[src/rtl/product_accumulator_if.sv]
// product_accumulator_if: job control, product and result handshake bundle for product_accumulator
interface product_accumulator_if #(
  parameter int DATA_WIDTH  = 8,
  parameter int GUARD_BITS  = 4,
  parameter int COUNT_WIDTH = 8
);
  localparam int ACC_WIDTH = 2*DATA_WIDTH + GUARD_BITS;
  logic                    clear_i;
  logic                    start_i;
  logic [COUNT_WIDTH-1:0]  num_terms_i;
  logic [2*DATA_WIDTH-1:0] product_i;
  logic                    valid_i;
  logic                    ready_o;
  logic [ACC_WIDTH-1:0]    result_o;
  logic                    result_valid_o;
  logic                    result_ready_i;
  logic                    overflow_o;
  logic                    busy_o;
  modport master (
    output clear_i, start_i, num_terms_i, product_i, valid_i, result_ready_i,
    input  ready_o, result_o, result_valid_o, overflow_o, busy_o
  );
  modport slave (
    input  clear_i, start_i, num_terms_i, product_i, valid_i, result_ready_i,
    output ready_o, result_o, result_valid_o, overflow_o, busy_o
  );
endinterface

[src/rtl/product_accumulator.sv]
// product_accumulator: sums a counted job of unsigned products; PRODUCT_ACCUMULATOR_SATURATION_EN clamps on overflow instead of wrapping
module product_accumulator #(
  parameter int DATA_WIDTH  = 8,
  parameter int GUARD_BITS  = 4,
  parameter int COUNT_WIDTH = 8
) (
  input logic                  clk_i,
  input logic                  rst_i,
  product_accumulator_if.slave bus
);
  localparam int ACC_WIDTH = 2*DATA_WIDTH + GUARD_BITS;
  localparam logic [1:0] IDLE       = 2'd0;
  localparam logic [1:0] ACCUMULATE = 2'd1;
  localparam logic [1:0] DONE       = 2'd2;
  logic [1:0]             state;
  logic [ACC_WIDTH-1:0]   acc;
  logic [ACC_WIDTH-1:0]   acc_add;
  logic [ACC_WIDTH:0]     sum;
  logic [COUNT_WIDTH-1:0] cnt;
  logic                   ovf;
  // carry out of the full-width add flags overflow; saturating builds pin the sum at all-ones once it has overflowed
  always_comb begin
    sum = {1'b0, acc} + {{(GUARD_BITS+1){1'b0}}, bus.product_i};
`ifdef PRODUCT_ACCUMULATOR_SATURATION_EN
    acc_add = (sum[ACC_WIDTH] || ovf) ? '1 : sum[ACC_WIDTH-1:0];
`else
    acc_add = sum[ACC_WIDTH-1:0];
`endif
  end
  // job FSM; clear wins over start and both handshakes, and a product offered alongside it is dropped
  always_ff @(posedge clk_i or posedge rst_i) begin
    if (rst_i) begin
      state <= IDLE;
      acc   <= '0;
      cnt   <= '0;
      ovf   <= 1'b0;
    end else if (bus.clear_i) begin
      state <= IDLE;
      acc   <= '0;
      cnt   <= '0;
      ovf   <= 1'b0;
    end else if (state == IDLE) begin
      if (bus.start_i) begin
        state <= (bus.num_terms_i != '0) ? ACCUMULATE : DONE;
        acc   <= '0;
        cnt   <= bus.num_terms_i;
        ovf   <= 1'b0;
      end
    end else if (state == ACCUMULATE) begin
      if (bus.valid_i) begin
        state <= (cnt == COUNT_WIDTH'(1)) ? DONE : ACCUMULATE;
        acc   <= acc_add;
        cnt   <= cnt - COUNT_WIDTH'(1);
        ovf   <= ovf | sum[ACC_WIDTH];
      end
    end else if (state == DONE) begin
      if (bus.result_ready_i) state <= IDLE;
    end else begin
      state <= IDLE;
    end
  end
  assign bus.ready_o        = (state == ACCUMULATE);
  assign bus.result_valid_o = (state == DONE);
  assign bus.busy_o         = (state != IDLE);
  assign bus.result_o       = acc;
  assign bus.overflow_o     = ovf;
endmodule

[src/flat_wrapper.sv]
// flat-port wrapper written by rule: the top's interface ports become plain ports
module product_accumulator_flat 
#(
  parameter int DATA_WIDTH  = 8,
  parameter int GUARD_BITS  = 4,
  parameter int COUNT_WIDTH = 8
)
  (clk_i, rst_i, bus_clear_i, bus_start_i, bus_num_terms_i, bus_product_i, bus_valid_i, bus_result_ready_i, bus_ready_o, bus_result_o, bus_result_valid_o, bus_overflow_o, bus_busy_o);
  product_accumulator_if #(.DATA_WIDTH(DATA_WIDTH), .GUARD_BITS(GUARD_BITS), .COUNT_WIDTH(COUNT_WIDTH)) bus_i ();
  input logic clk_i;
  input logic rst_i;
  input wire logic [$bits(bus_i.clear_i)-1:0] bus_clear_i;
  input wire logic [$bits(bus_i.start_i)-1:0] bus_start_i;
  input wire logic [$bits(bus_i.num_terms_i)-1:0] bus_num_terms_i;
  input wire logic [$bits(bus_i.product_i)-1:0] bus_product_i;
  input wire logic [$bits(bus_i.valid_i)-1:0] bus_valid_i;
  input wire logic [$bits(bus_i.result_ready_i)-1:0] bus_result_ready_i;
  output wire logic [$bits(bus_i.ready_o)-1:0] bus_ready_o;
  output wire logic [$bits(bus_i.result_o)-1:0] bus_result_o;
  output wire logic [$bits(bus_i.result_valid_o)-1:0] bus_result_valid_o;
  output wire logic [$bits(bus_i.overflow_o)-1:0] bus_overflow_o;
  output wire logic [$bits(bus_i.busy_o)-1:0] bus_busy_o;
  assign bus_i.clear_i = bus_clear_i;
  assign bus_i.start_i = bus_start_i;
  assign bus_i.num_terms_i = bus_num_terms_i;
  assign bus_i.product_i = bus_product_i;
  assign bus_i.valid_i = bus_valid_i;
  assign bus_i.result_ready_i = bus_result_ready_i;
  assign bus_ready_o = bus_i.ready_o;
  assign bus_result_o = bus_i.result_o;
  assign bus_result_valid_o = bus_i.result_valid_o;
  assign bus_overflow_o = bus_i.overflow_o;
  assign bus_busy_o = bus_i.busy_o;
  product_accumulator #(.DATA_WIDTH(DATA_WIDTH), .GUARD_BITS(GUARD_BITS), .COUNT_WIDTH(COUNT_WIDTH)) u_core (.clk_i(clk_i), .rst_i(rst_i), .bus(bus_i));
endmodule
[config.mk]
export PLATFORM = sky130hd
export DESIGN_NAME = product_accumulator_flat
export DESIGN_NICKNAME = d
export VERILOG_FILES = /design/src/rtl/product_accumulator_if.sv /design/src/rtl/product_accumulator.sv /design/src/flat_wrapper.sv
export SDC_FILE = /design/constraint.sdc
export NUM_CORES = 1
export LEC_CHECK = 0
export CORE_MARGIN = 5
export CORE_UTILIZATION = 50
export DETAILED_ROUTE_END_ITERATION = 12
export MAX_ROUTING_LAYER = met4
export PLACE_DENSITY = 0.81
export SLEW_MARGIN = 20
export SYNTH_ARGS = -nofsm -noshare
export SYNTH_HDL_FRONTEND = slang
export SYNTH_SLANG_ARGS = --single-unit
[constraint.sdc]
create_clock -name clk_i -period 2.7 [get_ports clk_i]
set_clock_uncertainty 0.05 [all_clocks]
set_input_delay 0.405 -clock clk_i [delete_from_list [all_inputs] [get_ports clk_i]]
set_output_delay 0.405 -clock clk_i [all_outputs]
set_load 0.005 [all_outputs]
# --- After elaboration in Yosys (flattened, before gate mapping) ---
# Index checks and enable logic that the tools add are counted.
totals:
  regBits: 31
  input_bits: 30
  out_inout_bits: 24
classes:
  mux: 24
  add_sub_neg: 2
  bitwise_logic: 1
  reduce_logical: 7
  n_eq_ne: 6
ops:
  columns: ["cell", "n"]
  rows:
  - ["$mux 20", 5]
  - ["$mux 8", 5]
  - ["$add 20x16->21", 1]
  - ["$mux 2", 9]
  - ["$eq 8x1->1 const B", 1]
  - ["$reduce_bool 8->1", 1]
  - ["$sub 8x1->8 const B", 1]
  - ["$reduce_and 3->1", 2]
  - ["$reduce_bool 3->1", 2]
  - ["$mux 1", 5]
  - ["$ne 5x4->1 const B", 1]
  - ["$ne 4x3->1 const B", 1]
  - ["$ne 3x3->1 const B", 1]
  - ["$eq 2x1->1 const B", 1]
  - ["$eq 2x2->1 const B", 1]
  - ["$logic_not 2->1", 1]
  - ["$reduce_bool 2->1", 1]
  - ["$or 1x1->1", 1]

# --- Logic depth before layout (Yosys ltp) ---
# Gate-level depths: netlist of run 1.
logic_depth:
  ltp_word: 6
  depth_mapped: 9
  mapped_depth_nobuf: 9

# --- Worst setup path after synthesis of run 1 ---
# OpenSTA, ideal clock, no wires.
synth_path:
  kind: "register -> register"
  startpoint: "register u_core.acc[0], in the netlist u_core.bus.result_o[0]"
  endpoint: "register u_core.acc[10], in the netlist u_core.bus.result_o[10]"
  n_path_buf: 0
  t_arrival_ns: 2.241
  stages_incl_launch_ff: 10
  setup_time_ns: 0.122
  path_slack_ns: 0.287
  cell_sequence: "dfrtp_1 > ha_1 > fa_1 > a21oi_1 > nor2_2 > o21ai_2 > a21oi_2 > o21a_1 > or3_1 > a32o_1"
synth_via:
  elab_chain_cells: 5
synth_lines:
  columns: ["element", "line_no", "rtl"]
  rows:
  - ["from (decl)", "product_accumulator.sv:16", "logic [ACC_WIDTH-1:0] acc;"]
  - ["from (signal assigned)", "product_accumulator.sv:34", "acc <= '0;"]
  - ["from (signal assigned)", "product_accumulator.sv:39", "acc <= '0;"]
  - ["from (signal assigned)", "product_accumulator.sv:45", "acc <= '0;"]
  - ["$add 20x16->21", "product_accumulator.sv:23", "sum = {1'b0, acc} + {{(GUARD_BITS+1){1'b0}}, bus.product_i};"]
  - ["$mux 20", "product_accumulator.sv:50", "if (bus.valid_i) begin"]
  - ["$mux 20", "product_accumulator.sv:49", "end else if (state == ACCUMULATE) begin"]
  - ["$mux 20", "product_accumulator.sv:42", "end else if (state == IDLE) begin"]
  - ["$mux 20", "product_accumulator.sv:37", "end else if (bus.clear_i) begin"]
# Every way passes these cells. The select of a mux whose other input is x is not followed.
# A chain may end at the register's enable or synchronous reset.

# --- Final worst setup path of run 1 ---
layout_path:
  startpoint: "input bus_product_i[0]"
  endpoint: "register u_core.acc[10], in the netlist u_core.bus.result_o[10]"
layout_via:
  elab_chain_cells: 5
layout_lines:
  columns: ["element", "line_no", "rtl"]
  rows:
  - ["from (decl)", "flat_wrapper.sv:15", "input wire logic [$bits(bus_i.product_i)-1:0] bus_product_i;"]
  - ["$add 20x16->21", "product_accumulator.sv:23", null]
  - ["$mux 20", "product_accumulator.sv:50", null]
  - ["$mux 20", "product_accumulator.sv:49", null]
  - ["$mux 20", "product_accumulator.sv:42", null]
  - ["$mux 20", "product_accumulator.sv:37", null]
  - ["to (signal assigned)", "product_accumulator.sv:39", null]
  - ["to (signal assigned)", "product_accumulator.sv:45", null]
  - ["to (signal assigned)", "product_accumulator.sv:52", "acc <= acc_add;"]
# Every way passes these cells. The select of a mux whose other input is x is not followed.

==> results of run 1 <==
## Yosys cell counts, drive strengths merged (5+ instances only)
cell type,instances,share of area [%]
dfrtp,31,34
o21ai,30,6.8
a21oi,26,6.2
nor2,24,4.1
nand2,20,3.3
ha,18,9.9
clkbuf,7,1.2
inv,6,0.99
nand2b,6,1.6
or3,6,1.6
xnor2,6,2.3
a21o,5,1.6
nand3,5,1.1
nor2b,5,1.5
o211ai,5,1.6
## layout make-up
cell class | instances | area, um^2 | share of cell area [%]
sequential | 31 | 776 | 25.2
timing repair buffer | 74 | 688 | 22.3
inverter | 6 | 22.5 | 0.731
tap | 52 | 65.1 | 2.11
multi-input combinational | 217 | 1450 | 47.0
clock inverter | 1 | 5.00 | 0.163
clock buffer | 7 | 76.3 | 2.48
## sequential cells by signal (all words and copies together) (netlist names)
signal,flops
u_core.bus.result_o,20
u_core.bus.overflow_o,1
u_core.state,2
u_core.cnt,8
## power breakdown
| part | switching (mW) | internal, mW | leakage (nW) | total [mW] |
|---|---|---|---|---|
| combinational | 0.206 | 0.199 | 0.882 | 0.405 |
| clock | 0.184 | 0.181 | 0.0422 | 0.365 |
| sequential | 0.0334 | 0.498 | 0.421 | 0.532 |
| total | 0.424 | 0.878 | 1.34 | 1.30 |
## layer usage
layer | global-route usage, % | up-vias | part of all wire (%)
met1 | 26.9 | 1043 | 45
li1 | - | 1107 | -
met5 | - | - | 0
met3 | 4.63 | 14 | 4.7
met2 | 34.5 | 54 | 48
met4 | 6.87 | 0 | 1.8
## metrics by stage
stage	hold WS, ns	total power [mW]	util [%]	worst slack [ns]	cell area, um^2
2_1_floorplan	0.413	0.773	-	0.287	2280
3_3_place_gp	0.437	0.928	68.3	-0.137	2990
3_5_place_dp	0.448	0.940	68.3	-0.160	2990
4_1_cts	0.454	1.31	70.1	0.137	3080
5_1_grt	0.495	1.38	70.2	0.00856	3080
6_report	0.438	1.30	70.2	0.132	3080
## worst max-delay path, delay by kind of cell
kind	cells	cell delay, ns
compound gates	5	0.88
fa+ha+maj	2	0.61
buf+inv	1	0.40
simple gates	2	0.39
## timing repair
action,4_1_cts,5_1_grt
gates resized for setup,0,1
endpoints found under the setup margin,0,3
hold endpoints to repair,0,0
## final timing paths
check | cells past startpoint | from | endpoint
worst max-delay path | 10 | bus_product_i[0] | u_core.bus.result_o[10]$_DFFE_PP0P_
worst min-delay path | 3 | rst_i | u_core.bus.result_o[1]$_DFFE_PP0P_
worst max register to register | 9 | u_core.bus.result_o[0]$_DFFE_PP0P_ | u_core.bus.result_o[10]$_DFFE_PP0P_
worst min register to register | 2 | u_core.cnt[1]$_DFFE_PP0P_ | u_core.cnt[1]$_DFFE_PP0P_
max in group asynchronous | 3 | rst_i | u_core.bus.result_o[2]$_DFFE_PP0P_
min in group clk_i | 2 | u_core.cnt[1]$_DFFE_PP0P_ | u_core.cnt[1]$_DFFE_PP0P_
## logic make-up (layout without fill, tap and decap cells)
logic type / Yosys count / after routing / share of synthesized area, %
AOI/OAI and AO/OA: 94 / 94 / 26.3
DFF: 31 / 31 / 34.0
and+or+nand+nor: 92 / 92 / 21.4
xor gates and xnor gates: 9 / 9 / 3.46
buffers and inverters: 14 / 88 / 2.64
adders and majority gates: 19 / 19 / 10.8
muxes: 3 / 3 / 1.43
==> impl_metrics.env, run 1 <==
export IMPL_dr_total_vias=2218
export IMPL_cp_max_fo=4
export IMPL_grt_pass1_wl_mm=10.4
export IMPL_path_class="in -> reg"
export IMPL_worstSetupStartpointType="primary input"
export IMPL_synth_warnings=0
export IMPL_synth_seq_area_share_pct=34.0
export IMPL_fillCellCount=357
export IMPL_max_slew_margin_rel_pct=53.2
export IMPL_diodes=0
export IMPL_outcome="complete, no violations"
export IMPL_route_detailed_drc=0
export IMPL_cp_arrival_ns=2.70
export IMPL_antenna_found_initial=0
export IMPL_cts_hold_buffers=0
export IMPL_tightest_slew_ns=0.697
export IMPL_wl_per_cell_um=15.4
export IMPL_rsz0062_at_grt="false"
export IMPL_syn_cell_area_um2=2280
export IMPL_vias_per_cell=5.72
export IMPL_path_clk_slew_ns=0.07
export IMPL_yosysUniqueCellTypes=54
export IMPL_die_area_um2=6010
export IMPL_setup_viol=0
export IMPL_cpMostUsedCell="a21oi_2"
export IMPL_synth_seq_cells=31
export IMPL_slew_violations=0
export IMPL_gp_congestion=0.901
export IMPL_cts_setup_buffers=0
export IMPL_grt_ovfl_total=0
export IMPL_min_period_over_period_pct=95.1
export IMPL_layoutNonFillerInstCount=388
export IMPL_cp_required_ns=2.83
export IMPL_first_global_vias=2259
export IMPL_dieWidth_um=77.5
export IMPL_wirelength_mm=5.98
export IMPL_cts_buffer_depth=2
export IMPL_cap_violations=0
export IMPL_postSynthAreaPerCell_um2=8.70
export IMPL_p_leak_nw=1.34
export IMPL_hold_viol_final=0
export IMPL_top_level_ports=54
export IMPL_syn_num_nets=311
export IMPL_fmax_ghz=0.389
export IMPL_synth_cells=262
export IMPL_cts_root_buf="clkbuf_8"
export IMPL_die_h_um=77.5
export IMPL_period_needed_ns=2.57
export IMPL_crit_chain="clkdlybuf4s50_1 -> ha_1 -> fa_1 -> a21oi_2 -> nor2_2 -> o21ai_2 -> a21oi_2 -> o21a_1 -> or3_1 -> a32o_1"
export IMPL_grt_use_total_pct=21.5
export IMPL_final_nets=384
export IMPL_final_common_cell="clkdlybuf4s50_1"
export IMPL_async_flop_share_pct=100
export IMPL_ys_flop_type="dfrtp_1"
export IMPL_core_um2=4380
export IMPL_numCtsBuffers=5
export IMPL_rows=24
export IMPL_max_stage_delay_ns=0.40
export IMPL_final_cell_mix="53 x clkdlybuf4s50_1, 31 x dfrtp_1, 25 x o21ai_0"
export IMPL_slowest_stage="clkdlybuf4s50_1"
export IMPL_clk_latency_ns=0.29
export IMPL_hold_class="in -> async"
export IMPL_final_antenna_net_count=0
export IMPL_r2r_setup_slack_ns=0.22
export IMPL_vdd_drop_max_mv=0.262
export IMPL_cts_tree="done"
export IMPL_dpl_hpwl_mm=4.53
export IMPL_final_setup_tns_ns=0
export IMPL_worstSetupEndpointType="flop"
export IMPL_start_util_pct=52.0
export IMPL_drt_initial_drc_count=144
export IMPL_cts_htree_levels=2
export IMPL_area_growth_pct=35.1
export IMPL_firstDrtPassIters=4
export IMPL_grt_max_degree=32
export IMPL_drive_above_1_share_pct=12.5
export IMPL_port_buffers=53
export IMPL_powerDensity_nw_per_um2=423
export IMPL_dp_cells=380
export IMPL_synth_edf_count=0
export IMPL_cts_num_sinks=31
Note: power is estimated with default switching activity, not from simulation.
==> run 2, diff against run 1 <==
--- a/config.mk
+++ b/config.mk
@@ -10,6 +10,7 @@
 export DETAILED_ROUTE_END_ITERATION = 12
 export MAX_ROUTING_LAYER = met4
 export PLACE_DENSITY = 0.81
+export SKIP_LAST_GASP = 1
 export SLEW_MARGIN = 20
 export SYNTH_ARGS = -nofsm -noshare
 export SYNTH_HDL_FRONTEND = slang
==> results of run 2 <==
The final DEF is identical to that of run 1; final timing and power are the same.
